File: src/rtl/uart_rx_fifo.sv
// Receive-side FIFO that captures words from a serial receiver via a flag handshake.
// Optional sticky overrun flag enabled by defining UART_RX_FIFO_OVERRUN_FLAG_EN.
module uart_rx_fifo #(
  parameter int Nbit  = 8,
  parameter int DEPTH = 8
) (
  input  logic                     clk,
  input  logic                     reset,
  input  logic [Nbit-1:0]          DataRx,
  input  logic                     Rx_flag,
  output logic                     clr_rx_flag,
  input  logic                     rd_en,
  output logic [Nbit-1:0]          rd_data,
  output logic                     empty,
  output logic                     full,
  output logic [$clog2(DEPTH):0]   count,
  output logic                     overrun,
  input  logic                     clr_overrun
);

  localparam int AW = $clog2(DEPTH);

  typedef enum logic [1:0] {WAIT, CAPTURE, RELEASE} state_t;

  state_t          state, state_next;
  logic [AW-1:0]   wr_ptr, rd_ptr;
  logic [Nbit-1:0] storage [DEPTH];
  logic            wr_req, do_wr, do_rd;

  // NOTE: every signal gets a default before the case so no path leaves it unassigned (no latch).
  always_comb begin
    state_next = state;
    unique case (state)
      WAIT:    if (Rx_flag) state_next = CAPTURE;
      CAPTURE: state_next = RELEASE;
      RELEASE: if (!Rx_flag) state_next = WAIT;
      default: state_next = WAIT;
    endcase
  end

  // NOTE: sequential state uses non-blocking assignments so all flops update from pre-edge values.
  always_ff @(posedge clk or posedge reset) begin
    if (reset) begin
      state       <= WAIT;
      clr_rx_flag <= 1'b1;
    end else begin
      state       <= state_next;
      clr_rx_flag <= (state_next != CAPTURE);
    end
  end

  // A read in the capture cycle frees the slot, so a full FIFO can still take the word.
  assign wr_req = (state == CAPTURE);
  assign do_rd  = rd_en && !empty;
  assign do_wr  = wr_req && (!full || rd_en);

  // NOTE: storage has no reset; entries are only visible once written and count says so.
  always_ff @(posedge clk) begin
    if (do_wr) storage[wr_ptr] <= DataRx;
  end

  always_ff @(posedge clk or posedge reset) begin
    if (reset) begin
      wr_ptr <= '0;
      rd_ptr <= '0;
      count  <= '0;
    end else begin
      if (do_wr) wr_ptr <= wr_ptr + 1'b1;
      if (do_rd) rd_ptr <= rd_ptr + 1'b1;
      unique case ({do_wr, do_rd})
        2'b10:   count <= count + 1'b1;
        2'b01:   count <= count - 1'b1;
        default: count <= count;
      endcase
    end
  end

  assign empty   = (count == '0);
  assign full    = (count == (AW+1)'(DEPTH));
  assign rd_data = empty ? '0 : storage[rd_ptr];

`ifdef UART_RX_FIFO_OVERRUN_FLAG_EN
  logic drop;
  assign drop = wr_req && full && !rd_en;

  // Setting wins over a simultaneous clear so a fresh drop is never lost.
  always_ff @(posedge clk or posedge reset) begin
    if (reset)            overrun <= 1'b0;
    else if (drop)        overrun <= 1'b1;
    else if (clr_overrun) overrun <= 1'b0;
  end
`else
  logic unused_clr_overrun;
  assign unused_clr_overrun = clr_overrun;
  assign overrun            = 1'b0;
`endif

endmodule

File: config.mk
export PLATFORM = sky130hd
export DESIGN_NAME = uart_rx_fifo
export DESIGN_NICKNAME = d
export VERILOG_FILES = /design/src/rtl/uart_rx_fifo.sv
export SDC_FILE = /design/constraint.sdc
export NUM_CORES = 1
export LEC_CHECK = 0
export ABC_CLOCK_PERIOD_IN_PS = 3700
export CAP_MARGIN = 20
export CORE_MARGIN = 2
export CORE_UTILIZATION = 57
export CTS_CLUSTER_DIAMETER = 120
export DETAILED_ROUTE_END_ITERATION = 16
export PLACE_DENSITY = 0.84
export SETUP_SLACK_MARGIN = 0.05
export SYNTH_ARGS = -nofsm -noshare
export SYNTH_HDL_FRONTEND = slang
export SYNTH_SLANG_ARGS = --single-unit
File: constraint.sdc
create_clock -name clk -period 3.7 [get_ports clk]
set_input_delay 0.74 -clock clk [delete_from_list [all_inputs] [get_ports clk]]
set_output_delay 0.74 -clock clk [all_outputs]
set_load 0.05 [all_outputs]
==> summary.md <==
| Metric | Value |
|---|---|
| Post-synthesis average cell area | `15.9 µm²` |
| DRC | `0` |
| Worst hold path type | `reg -> reg` |
| Core Region | `~5500 µm²` |
| Worst Tran Pin Value | `790 ps` |
| Power per cell area | `877 nW/µm²` |
| Gate Count Post-Synth | `206` |
| Clk buf depth | `2` |
| Worst skew pair latency | `340 ps` |
| Routed WL | `6130 µm` |
| Register share of total power | `0.355` |
| Fin crit period | `3060 ps` |
| Antenna violations before repair | `0` |
| CTS Sinks | `77` |
| Clock Skew | `5.67 ps` |
| Post-synth top cells | `edfxtp_1, mux2_2, mux2i_1, nor2_1, dfrtp_1` |
| Synth unique cells | `41` |
| Worst Setup End Kind | `primary output` |
| Synthesis warning total | `0` |
| Resize count post-CTS | `0` |
| ANT cells | `0` |
| Setup_tns | `0 ps` |
| Vias/cell | `5.72` |
| Int Power | `about 0.0020 W` |
| Status | `complete, no violations` |
| Final #Nets | `roughly 260` |
| Vias in the first global route | `roughly 1.9k` |
| First-pass GRT wire length | `slightly below 10,000 µm` |
| # rows | `27` |
| Max-cap viol count | `0` |
| Worst Setup SP | `count[0]` |
| Buffer count from post-CTS setup fixing | `0` |
| IO Port Bufs | `26` |
| Clk root buf | `clkbuf_8` |
| CTS H-tree lvls | `3` |
| Mapped cell area | `3270 µm²` |
| Synth Flop Type | `edfxtp_1` |
| Antenna viol nets, final | `0` |
| Synthesized flop and latch total | `77` |
| Die W | `79.7 µm` |
| Share of total power consumed by net switching | `0.398` |
| Fraction of registers with async set or reset after synthesis | `0.169` |
| Total Die Area | `6360 µm²` |
| # IOs | `29` |
| CP arrival | `2320 ps` |
| Max IR drop VDD | `between 0.5 and 0.6 mV` |
| Syn nets | `around 220` |
| Placed Area | `3640 µm²` |
| Starting density of the core | `0.594` |
| Pin count of the biggest net entering global routing | `35` |
| Total global-route track usage | `0.218` |
| Share of cells above drive strength 1 | `0.229` |
| Die Ht | `79.7 µm` |
| Period utilization | `0.826` |
| Crit path kind | `reg -> out` |
| Post-CTS Hold Fix Bufs | `0` |
| Post-route cell area | `3840 µm²` |
| Clock share of power | `0.194` |
| Post-synth EDFFs | `64` |
| Wire per inst | `roughly 19 µm` |
| Share of the synthesized area in the top cell type | `0.588` |
| CTS buffer count | `9` |
| Fillers | `386` |
| DRT Pass-1 Iters | `4` |
| Clock slew at reported path FFs | `70 ps` |
| Gr ovfl total | `0` |
| Unrepaired setup endpoints after global routing | `false` |
| Worst r2r src | `count[0]` |
| Cell taking the most area after synthesis | `edfxtp_1` |
| Critical-path maximum fanout | `8` |
| NetSw | `0.00134 W` |
| Min-delay src | `wr_ptr[0]` |
| Slew margin rel. | `0.472` |
| Fin. max-slew vios | `0` |
| Via Count | `1,837` |
| Logic pwr share | `0.451` |
| Part of the Yosys area used for sequential elements | `0.688` |
| Synth area leaders | `edfxtp_1, dfrtp_1, mux2_2` |
| Initial drt markers | `206` |
| Hold Fails Final Rpt | `0` |
| Final setup vio count | `0` |
| GPL Wtd Cong | `0.777` |
| Max Fclk | `327 MHz` |
| Count leader, synth | `edfxtp_1` |
| Worst setup SP type | `flop` |
| Lkg Pwr | `1.40 nW` |
| Req. time, crit path | `approximately 3000 ps` |
| Area delta synth->final | `17.5%` |
| CTS tree | `yes` |
| DP Wirelength | `3910 µm` |
==> cells in the final DEF (no fill, tap or decap), drive strengths merged, types with 3 or more instances in the layout <==
cell	netlist	final
nor2	14	14
o22ai	8	8
nor4	3	3
ha	5	5
mux2i	17	17
xnor2	5	5
a221o	8	8
nand2	3	3
nor2b	4	4
edfxtp	64	64
nand3b	4	4
clkdlybuf4s50	0	18
inv	5	5
buf	10	20
clkinv	0	5
mux2	19	19
dfrtp	12	12
clkbuf	1	9
==> final timing paths <==
kind / end / slack, ps / cells after the start
setup / recovery: full / 640 / 3
hold / removal: wr_ptr[0] / 530 / 1
setup reg to reg: count[3] / 990 / 6
hold reg to reg: wr_ptr[0] / 530 / 1
max in group asynchronous: clr_rx_flag / 2610 / 2
min in group asynchronous: rd_ptr[0] / 730 / 2
==> power groups by stage <==
stage	clock network (W)	registers (W)	logic, W
5_1_grt	0.000699	0.00122	0.00162
4_1_cts	0.000664	0.00119	0.00152
3_3_place_gp	0	0.00120	0.00148
3_5_place_dp	0	0.00121	0.00152
2_1_floorplan	0	0.00126	0.00106
6_report	0.000653	0.00120	0.00152
==> worst max-delay path, stage by stage (launching register included) <==
cell and delay [ps]:
dfrtp_1 480, or4b_4 620, inv_1 80, clkdlybuf4s50_1 800
==> layer usage <==
layer	up-vias	wire length (µm)	global-route usage	part of all wire
met5	-	0	0	0
met1	897	2530	0.288	0.41
met4	0	76	0.0759	0.012
li1	871	-	-	-
met3	6	379	0.0588	0.062
met2	63	3140	0.349	0.51
==> per-stage QoR <==
step	std cells	power (W)	utilization	setup WS, ps	hold slack [ps]
after floorplan	206	0.00232	-	813	484
after global placement	305	0.00268	0.660	613	506
after detailed placement	305	0.00273	0.660	494	514
after CTS	321	0.00338	0.697	616	525
after global routing	321	0.00354	0.697	534	582
final	321	0.00337	0.697	644	534
==> cell families (layout without fill, tap and decap cells) <==
family | count (synthesis) | after routing | synth area share
flops | 77 | 77 | 0.688
simple gates | 38 | 38 | 0.0655
mux | 36 | 36 | 0.119
compound gates | 26 | 26 | 0.0651
buf+inv | 16 | 59 | 0.0237
xor+xnor | 7 | 7 | 0.0188
fa+ha+maj | 5 | 5 | 0.0191
other cells | 1 | 1 | 0.00115
==> flip-flops by register name (all words and copies together), names as in the netlist <==
| signal | flops |
|---|---|
| state | 2 |
| clr_rx_flag | 1 |
| wr_ptr | 3 |
| storage | 64 |
| rd_ptr | 3 |
| count | 4 |
==> layout make-up <==
cell class	count	area, µm²	area share
sequential	77	2250	0.586
inverter	5	18.8	0.00489
clock inverter	7	80.1	0.0209
multi-input combinational	113	948	0.247
clock buffer	9	124	0.0323
timing repair buffer	38	330	0.0860
tap	72	90.1	0.0235
No activity file was read; power rests on OpenSTA's default activity.
